`src/rtl/pipeline_hazard_ctrl.sv`:
```
// Hazard, stall and forwarding controller for the 5-stage RV32I pipeline.
// Decodes the ID/EX/MEM/WB instructions and sequences the data-memory handshake.
module pipeline_hazard_ctrl #(
    parameter int unsigned TIMEOUT = 16
) (
    input  logic        clk,
    input  logic        rst_n,
    input  logic [31:0] id_instr,
    input  logic [31:0] ex_instr,
    input  logic [31:0] mem_instr,
    input  logic [31:0] wb_instr,
    input  logic        ex_redirect,
    input  logic        dmem_ack,
    output logic        dmem_req,
    output logic        pc_en,
    output logic        if_id_en,
    output logic        id_ex_en,
    output logic        ex_mem_en,
    output logic        if_id_flush,
    output logic        id_ex_flush,
    output logic        mem_wb_bubble,
    output logic [1:0]  forward_a,
    output logic [1:0]  forward_b,
    output logic        mem_fault,
    output logic [31:0] stall_cycles
);

    localparam logic [6:0] OP_REG    = 7'b0110011;
    localparam logic [6:0] OP_IMM    = 7'b0010011;
    localparam logic [6:0] OP_LOAD   = 7'b0000011;
    localparam logic [6:0] OP_STORE  = 7'b0100011;
    localparam logic [6:0] OP_BRANCH = 7'b1100011;
    localparam logic [6:0] OP_JAL    = 7'b1101111;
    localparam logic [6:0] OP_JALR   = 7'b1100111;
    localparam logic [6:0] OP_LUI    = 7'b0110111;
    localparam logic [6:0] OP_AUIPC  = 7'b0010111;

    localparam logic [15:0] WAIT_LAST = 16'(TIMEOUT - 1);

    typedef enum logic {
        IDLE,
        BUSY
    } mem_state_t;

    function automatic logic writes_rd(input logic [31:0] instr);
        logic hit;
        case (instr[6:0])
            OP_REG, OP_IMM, OP_LOAD, OP_JAL, OP_JALR, OP_LUI, OP_AUIPC: hit = 1'b1;
            default:                                                    hit = 1'b0;
        endcase
        return hit && (instr[11:7] != 5'd0);
    endfunction

    function automatic logic uses_rs1(input logic [31:0] instr);
        logic hit;
        case (instr[6:0])
            OP_REG, OP_IMM, OP_LOAD, OP_STORE, OP_BRANCH, OP_JALR: hit = 1'b1;
            default:                                               hit = 1'b0;
        endcase
        return hit;
    endfunction

    function automatic logic uses_rs2(input logic [31:0] instr);
        logic hit;
        case (instr[6:0])
            OP_REG, OP_STORE, OP_BRANCH: hit = 1'b1;
            default:                     hit = 1'b0;
        endcase
        return hit;
    endfunction

    function automatic logic is_load(input logic [31:0] instr);
        return instr[6:0] == OP_LOAD;
    endfunction

    function automatic logic is_mem(input logic [31:0] instr);
        return (instr[6:0] == OP_LOAD) || (instr[6:0] == OP_STORE);
    endfunction

    mem_state_t  state;
    mem_state_t  next_state;
    logic [15:0] wait_cnt;
    logic        mem_stall;
    logic        timeout_hit;
    logic        load_use;
    logic        mem_fwd_ok;
    logic        wb_fwd_ok;

    // Load in EX whose destination the ID instruction actually reads.
    assign load_use = is_load(ex_instr) && writes_rd(ex_instr) &&
                      ((uses_rs1(id_instr) && (id_instr[19:15] == ex_instr[11:7])) ||
                       (uses_rs2(id_instr) && (id_instr[24:20] == ex_instr[11:7])));

    // A load in MEM has no result yet, so only non-load writers forward from EX/MEM.
    assign mem_fwd_ok = writes_rd(mem_instr) && !is_load(mem_instr);
    assign wb_fwd_ok  = writes_rd(wb_instr);

    always_comb begin
        forward_a = 2'b00;
        forward_b = 2'b00;
        if (mem_fwd_ok && (mem_instr[11:7] == ex_instr[19:15])) begin
            forward_a = 2'b10;
        end else if (wb_fwd_ok && (wb_instr[11:7] == ex_instr[19:15])) begin
            forward_a = 2'b01;
        end
        if (mem_fwd_ok && (mem_instr[11:7] == ex_instr[24:20])) begin
            forward_b = 2'b10;
        end else if (wb_fwd_ok && (wb_instr[11:7] == ex_instr[24:20])) begin
            forward_b = 2'b01;
        end
    end

    // The ack cycle and the timeout cycle both release the pipeline.
    always_comb begin
        next_state  = state;
        dmem_req    = 1'b0;
        mem_stall   = 1'b0;
        timeout_hit = 1'b0;
        case (state)
            IDLE: begin
                dmem_req = is_mem(mem_instr);
                if (dmem_req && !dmem_ack) begin
                    next_state = BUSY;
                    mem_stall  = 1'b1;
                end
            end
            BUSY: begin
                dmem_req = 1'b1;
                if (dmem_ack) begin
                    next_state = IDLE;
                end else if (wait_cnt == WAIT_LAST) begin
                    next_state  = IDLE;
                    timeout_hit = 1'b1;
                end else begin
                    mem_stall = 1'b1;
                end
            end
            default: next_state = IDLE;
        endcase
    end

    always_comb begin
        pc_en         = 1'b1;
        if_id_en      = 1'b1;
        id_ex_en      = 1'b1;
        ex_mem_en     = 1'b1;
        if_id_flush   = 1'b0;
        id_ex_flush   = 1'b0;
        mem_wb_bubble = 1'b0;
        if (mem_stall) begin
            pc_en         = 1'b0;
            if_id_en      = 1'b0;
            id_ex_en      = 1'b0;
            ex_mem_en     = 1'b0;
            mem_wb_bubble = 1'b1;
        end else if (ex_redirect) begin
            if_id_flush = 1'b1;
            id_ex_flush = 1'b1;
        end else if (load_use) begin
            pc_en       = 1'b0;
            if_id_en    = 1'b0;
            id_ex_flush = 1'b1;
        end
    end

    always_ff @(posedge clk or negedge rst_n) begin
        if (!rst_n) begin
            state     <= IDLE;
            wait_cnt  <= 16'd0;
            mem_fault <= 1'b0;
        end else begin
            state     <= next_state;
            wait_cnt  <= ((state == BUSY) && (next_state == BUSY)) ? wait_cnt + 16'd1 : 16'd0;
            mem_fault <= mem_fault | timeout_hit;
        end
    end

    always_ff @(posedge clk or negedge rst_n) begin
        if (!rst_n) begin
            stall_cycles <= 32'd0;
        end else if (!pc_en && (stall_cycles != 32'hFFFF_FFFF)) begin
            stall_cycles <= stall_cycles + 32'd1;
        end
    end

endmodule

```
`config.mk`:
```
export PLATFORM = sky130hd
export DESIGN_NAME = pipeline_hazard_ctrl
export DESIGN_NICKNAME = d
export VERILOG_FILES = /design/src/rtl/pipeline_hazard_ctrl.sv
export SDC_FILE = /design/constraint.sdc
export NUM_CORES = 1
export LEC_CHECK = 0
export BUFFER_PORTS_ARGS = -buffer_cell sky130_fd_sc_hd__buf_2
export CORE_MARGIN = 3
export CORE_UTILIZATION = 41
export CTS_BUF_LIST = sky130_fd_sc_hd__clkbuf_4 sky130_fd_sc_hd__clkbuf_8
export CTS_CLUSTER_DIAMETER = 60
export DETAILED_ROUTE_END_ITERATION = 6
export PLACE_DENSITY = 0.89
export SLEW_MARGIN = 0
export SYNTH_ARGS = -nofsm -noshare
export SYNTH_HDL_FRONTEND = slang
export SYNTH_SLANG_ARGS = --single-unit
export TNS_END_PERCENT = 1
```
`constraint.sdc`:
```
create_clock -name clk -period 2.3 [get_ports clk]
set_input_delay 0.345 -clock clk [delete_from_list [all_inputs] [get_ports clk]]
set_output_delay 0.345 -clock clk [all_outputs]
set_load 0.05 [all_outputs]
```
==> impl_metrics.json, run 1 <==
{
  "fp-row-count": 30,
  "min_period_ns": 2.48,
  "path_depth": 8,
  "pre_cts_ws_ns": -0.0467,
  "endpoint_kind": "output pin",
  "tightest_slew_ns": 0.637,
  "synth_edf_count": 0,
  "grt_pass1_vias": 2963,
  "crit_fanout": 5,
  "worstPathRequired_ns": 1.96,
  "finClkSkew_ns": 0.0154,
  "slew_viol_final": 0,
  "power.density_nw_per_um2": 431,
  "drive_gt1_share_pct": 43.6,
  "clock_sinks": 50,
  "synth.mux.area_fraction_pct": 1.35,
  "synth-seq-cells": 50,
  "grt_pass1_wl_um": 13900,
  "ios": 177,
  "cts_root_buf": "clkbuf_8",
  "die_area_um2": 8530,
  "place_congestion": 0.837,
  "hp-class": "in2async",
  "viasPerCell": 5.34,
  "yosys_warnings": 0,
  "max_freq_ghz": 0.403,
  "cts.htree.levels": 2,
  "wirelength_um": 8820,
  "grt_max_degree": 51,
  "cts_tree": "yes",
  "finalHoldViolCount": 0,
  "rsz0062_at_grt": "true",
  "hpwl_um": 6410,
  "setup_tns_ns": -1.30,
  "start_kind": "flop",
  "hold_slack_ns": 0.133,
  "insertedDiodeCount": 0,
  "cp_top_family": "simple AND/OR/NAND/NOR gates",
  "async_flop_share_pct": 100,
  "syn_area_um2": 3060,
  "ant_nets": 0,
  "clk_path_buf_depth": 2,
  "start_util_pct": 43.5,
  "antenna_found_initial": 0,
  "core_region_area_um2": 7020,
  "violations": "setup timing",
  "path_cells": "or4_4 -> nor3_4 -> a31oi_4 -> and2_4 -> clkinv_8 -> o21ai_4 -> clkinv_4 -> buf_8",
  "setup_viol_count_final": 10,
  "portBuffers": 111,
  "die_h_um": 92.3,
  "max_stage_delay_ns": 0.54,
  "power_mw": 1.88,
  "cts_buffers": 5,
  "synth_top_area_cell": "dfrtp_1",
  "slowest_stage": "or4_4",
  "critical_path_buf_inv_count": 3,
  "clk_latency_ns": 0.31,
  "vdd_drop_max_uv": 606,
  "wire_per_inst_um": 16.1,
  "synthAdderAreaFrac_pct": 0.819,
  "leakage_nw": 2.10,
  "grt-ovfl-total": 0,
  "max_slew_margin_pct": 57.5,
  "vias": 2929,
  "status": "finished, violations left",
  "synth_xor_area_share_pct": 20.9,
  "drtPass1Iterations": 5,
  "finalInstanceArea_um2": 4360,
  "reg2reg_depth": 11,
  "die_x_um": 92.3,
  "synth_flop_cell": "dfrtp_1",
  "ys_seq_area_share_pct": 40.9,
  "period_share_pct": 108,
  "syn_avg_cell_area_um2": 10.0,
  "yosysUniqueCellTypes": 50,
  "synth_top_area_share_pct": 40.9,
  "place_inst": 533,
  "ctsHoldBuffers": 0,
  "instances_no_fill": 548,
  "synthCells": 305,
  "drtIter0Drc": 115,
  "maxCapViolations": 0,
  "drc_errors": 0,
  "synth_area_leaders": "dfrtp_1, xor2_1, xnor2_1",
  "grt.total_usage_pct": 20.1,
  "final_nets": 586,
  "fin_ws_ns": -0.181,
  "area_growth_pct": 42.5,
  "syn_nets": 439,
  "clkTransAtPathRegs_ns": 0.09,
  "critPathArrivalTime_ns": 2.14,
  "synth-compound-area-share_pct": 4.38,
  "worstSetupPathType": "reg2out",
  "synth-simple-area-share_pct": 28.9,
  "placed_area_um2": 3990,
  "fin_util_pct": 62.0,
  "synth_top_family_by_area": "simple AND/OR/NAND/NOR gates"
}
-- power by group --
part           switching (mW)  total, mW  internal, mW
registers              0.0264      0.923         0.897
logic                   0.203      0.340         0.137
clock network           0.295      0.615         0.320
-- layer usage --
layer | global-route usage (%) | up-vias | part of all wire [%]
met5 | 0 | - | 0
met4 | 7.18 | 0 | 2.6
met2 | 36.3 | 120 | 52
li1 | - | 1376 | -
met1 | 23.5 | 1404 | 38
met3 | 3.90 | 29 | 7.0
-- kinds of logic after synthesis --
| group | after synthesis |
|---|---|
| XOR/XNOR | 72 |
| AND/OR/NAND/NOR | 149 |
| flip-flops | 50 |
| buffers and inverters | 13 |
| AO/OA/AOI/OAI | 16 |
| adder cells (fa/ha/maj) | 2 |
| multiplexers | 3 |
-- synth_stat cells (2+ instances only) --
library cell   n
and2_4         2
xnor2_1       32
and4_1         4
buf_6          2
inv_1          3
clkbuf_1       2
o211ai_1       2
nor3_1        18
mux2_4         2
nand2_1       18
nor3b_1        2
a41o_1         2
nor4_1         4
and3b_1        2
nand4_1        9
buf_2          2
buf_4          2
nand3_1       24
or4_1          3
nor2_1        32
and3_1         6
nor4b_1        3
dfrtp_1       50
nor3_2         2
ha_1           2
o21ai_0        2
nand4b_1       3
nand3b_1       2
nor4_2         7
nor4b_2        2
xor2_1        39
a21oi_1        2
-- repair_timing --
action                                  4_1_cts  5_1_grt
pin swaps                                     9       13
setup buffers                                 4        4
resized for setup                            25       23
endpoints found under the setup margin        9       39
-- worst register-to-register path: stages (launching register included) --
cell,delay [ns]
dfrtp_1,0.40
ha_2,0.20
and3_4,0.15
and2_4,0.15
a31oi_4,0.15
and2_4,0.22
clkinv_8,0.06
o21ai_4,0.08
clkinv_4,0.14
buf_6,0.16
or4b_4,0.49
xnor2_2,0.15
-- layout make-up --
| cell class | count | area, um^2 |
|---|---|---|
| clock buffer | 5 | 68.8 |
| sequential | 50 | 1250 |
| clock inverter | 2 | 38.8 |
| inverter | 5 | 36.3 |
| multi-input combinational | 242 | 1900 |
| tap | 96 | 120 |
| timing repair buffer | 148 | 940 |
| fill | 564 | 2660 |
-- path summary, 6_finish.rpt --
check                                      start                      endpoint  slack [ns]
hold reg to reg              mem_fault$_DFF_PN0_           mem_fault$_DFF_PN0_        0.47
min in group clk                        dmem_ack           mem_fault$_DFF_PN0_        0.38
setup / recovery           wait_cnt[9]$_DFF_PN0_                         pc_en       -0.18
hold / removal                             rst_n  stall_cycles[22]$_DFFE_PN0P_        0.13
max in group asynchronous                  rst_n        wait_cnt[15]$_DFF_PN0_        1.73
setup reg to reg           wait_cnt[1]$_DFF_PN0_  stall_cycles[25]$_DFFE_PN0P_       -0.14
-- flip-flops by register name, indices dropped and copies added (netlist names) --
name and count:
wait_cnt 16, state 1, stall_cycles 32, mem_fault 1
-- layout by cell type, fill, tap and decap left out, drive strengths merged, types with 3 or more instances in the layout --
cell | netlist | routed
buf | 6 | 148
dfrtp | 50 | 50
xor2 | 39 | 39
xnor2 | 33 | 33
nor2 | 33 | 33
nand3 | 24 | 24
nor3 | 20 | 20
nand2 | 19 | 19
nor4 | 11 | 11
nand4 | 9 | 9
and3 | 7 | 7
clkbuf | 2 | 5
nor4b | 5 | 5
and4 | 4 | 4
nand4b | 3 | 3
inv | 4 | 3
or4 | 3 | 3
and2 | 3 | 3
clkinv | 1 | 3
mux2 | 3 | 3
o21ai | 3 | 3
(Power assumes the default switching activity.)
==> run 2, diff against run 1 <==
--- a/config.mk
+++ b/config.mk
@@ -6,12 +6,12 @@
 export NUM_CORES = 1
 export LEC_CHECK = 0
 export BUFFER_PORTS_ARGS = -buffer_cell sky130_fd_sc_hd__buf_2
-export CORE_MARGIN = 3
+export CORE_MARGIN = 2
 export CORE_UTILIZATION = 41
 export CTS_BUF_LIST = sky130_fd_sc_hd__clkbuf_4 sky130_fd_sc_hd__clkbuf_8
 export CTS_CLUSTER_DIAMETER = 60
 export DETAILED_ROUTE_END_ITERATION = 6
-export PLACE_DENSITY = 0.89
+export PLACE_DENSITY = 0.84
 export SLEW_MARGIN = 0
 export SYNTH_ARGS = -nofsm -noshare
 export SYNTH_HDL_FRONTEND = slang
==> run 2 against run 1 <==
The run still ends with setup timing left. Die area down 4.3%. Fmax up 0.93%. Clock power down 13%. Sequential power about the same. Critical path type is now reg2reg. Highest routed layer unchanged.
==> impl_metrics.json, run 2 (synthesized netlist as in run 1, its figures left out) <==
{
  "num-fill-cells": 597,
  "viasPerCell": 5.28,
  "leakage_nw": 2.11,
  "vias": 2921,
  "drtIter0Drc": 126,
  "worstPathRequired_ns": 2.50,
  "ant_nets": 0,
  "slew_viol_final": 0,
  "layout_common_cells": "buf_2, dfrtp_1, xor2_1",
  "violations": "setup timing",
  "cts.htree.levels": 2,
  "clock_sinks": 50,
  "drtPass1Iterations": 4,
  "setup_viol_count_final": 16,
  "die_x_um": 90.3,
  "drive_gt1_share_pct": 45.2,
  "start_util_pct": 42.1,
  "vdd_drop_max_uv": 550,
  "worstSetupPathType": "reg2reg",
  "hp-class": "in2reg",
  "status": "finished, violations left",
  "rsz0062_at_grt": "true",
  "place_congestion": 0.909,
  "max_flop_register": "stall_cycles",
  "largestRegisters": "stall_cycles x32, wait_cnt x16",
  "crit_fanout": 6,
  "critPathArrivalTime_ns": 2.65,
  "core_region_area_um2": 7250,
  "fin_ws_ns": -0.158,
  "regToRegSetupSlack_ns": -0.16,
  "drc_errors": 0,
  "min_to": "mem_fault$_DFF_PN0_",
  "mostFrequentLayoutCell": "buf_2",
  "portBuffers": 111,
  "hold_slack_ns": 0.385,
  "grt.total_usage_pct": 20.3,
  "period_share_pct": 107,
  "hpwl_um": 6180,
  "finClkSkew_ns": 0.0133,
  "cts_tree": "yes",
  "cts_root_buf": "clkbuf_8",
  "grt_pass1_wl_um": 13700,
  "die_area_um2": 8160,
  "wirelength_um": 8260,
  "holdPathStages": 3,
  "start_kind": "flop",
  "max_slew_margin_pct": 66.5,
  "fin_util_pct": 60.8,
  "clk_latency_ns": 0.31,
  "endpoint_kind": "flop",
  "die_h_um": 90.3,
  "power.density_nw_per_um2": 407,
  "max_freq_ghz": 0.407,
  "cts_buffers": 5,
  "min_period_ns": 2.46,
  "grt_max_degree": 33,
  "fp-row-count": 31,
  "tightest_slew_ns": 0.502,
  "timing.rr.start": "wait_cnt[0]$_DFF_PN0_",
  "reg2reg_depth": 11,
  "insertedDiodeCount": 0,
  "clkTransAtPathRegs_ns": 0.09,
  "final_nets": 587,
  "grt_pass1_vias": 2958,
  "wire_per_inst_um": 14.9,
  "ios": 177,
  "area_growth_pct": 44.3,
  "clk_path_buf_depth": 2,
  "min_from": "dmem_ack",
  "grt-ovfl-total": 0,
  "rr_endpoint": "stall_cycles[25]$_DFFE_PN0P_",
  "finalHoldViolCount": 0,
  "antenna_found_initial": 0,
  "maxCapViolations": 0,
  "largest_register_ffs": 32
}
## run 2: changes by cell type in the layout (fill, tap and decap cells not counted), moves of 2 or more
cell,previous run,this run
nor4b_2,4,2
nor4b_4,1,3
nor3_2,4,9
nor3_1,13,7
## run 2: power breakdown
part | leakage, nW | switching [mW] | internal (mW)
sequential | 0.691 | 0.0248 | 0.897
clock | 0.0517 | 0.280 | 0.255
combinational | 1.37 | 0.202 | 0.138
## run 2: area by class of cell
type / instances / area, um^2 / area share, %
Multi-Input combinational cell: 242 / 1960 / 44.5
Sequential cell: 50 / 1250 / 28.4
Timing Repair Buffer: 149 / 942 / 21.4
Tap cell: 99 / 124 / 2.81
Clock buffer: 7 / 90.1 / 2.04
Inverter: 5 / 36.3 / 0.823
Clock inverter: 1 / 5.00 / 0.113
## run 2: what timing repair did
action | in CTS | in global routing
gates resized for setup | 34 | 23
setup endpoints to repair | 12 | 35
pin swaps | 10 | 18
hold buffers | 1 | 0
hold endpoints to repair | 18 | 0
setup buffers | 4 | 3
## run 2: routing by layer
| metal | global-route usage, % | vias to the layer above | part of all wire [%] |
|---|---|---|---|
| met3 | 4.51 | 10 | 6.2 |
| met1 | 22.7 | 1422 | 38 |
| li1 | - | 1381 | - |
| met4 | 5.77 | 0 | 1.6 |
| met2 | 38.4 | 108 | 54 |
| met5 | 0 | - | 0 |
## run 2: metrics by stage
stage	worst slack, ns	cell area, um^2	setup TNS [ns]	power (mW)	instances
after floorplan	-0.181	3130	-1.31	1.12	305
after global placement	-0.00140	3990	-0.00140	1.25	537
after detailed placement	-0.0298	3990	-0.0523	1.27	537
after CTS	-0.196	4280	-2.15	1.81	550
after global routing	-0.247	4410	-4.21	1.89	553
final	-0.158	4410	-1.55	1.80	553
## run 2: worst max-delay path by stage
| stage | startpoint | endpoint | slack (ns) |
|---|---|---|---|
| floorplan | wait_cnt[0]$_DFF_PN0_ | stall_cycles[25]$_DFFE_PN0P_ | -0.18 |
| global placement | mem_instr[8] | forward_a[0] | -0.001 |
| detailed placement | mem_instr[8] | forward_a[0] | -0.03 |
| CTS | wait_cnt[9]$_DFF_PN0_ | if_id_en | -0.20 |
| global route | wait_cnt[6]$_DFF_PN0_ | if_id_en | -0.25 |
| finish | wait_cnt[0]$_DFF_PN0_ | stall_cycles[25]$_DFFE_PN0P_ | -0.16 |
## run 2: worst max-delay path, stage by stage, from the launching register on
cell	delay, ns
dfrtp_1	0.40
ha_2	0.20
and3_4	0.15
and2_4	0.15
a31oi_4	0.13
and2_4	0.21
clkinv_8	0.06
o21ai_4	0.09
clkinv_4	0.13
buf_6	0.15
or4b_4	0.54
xnor2_2	0.14
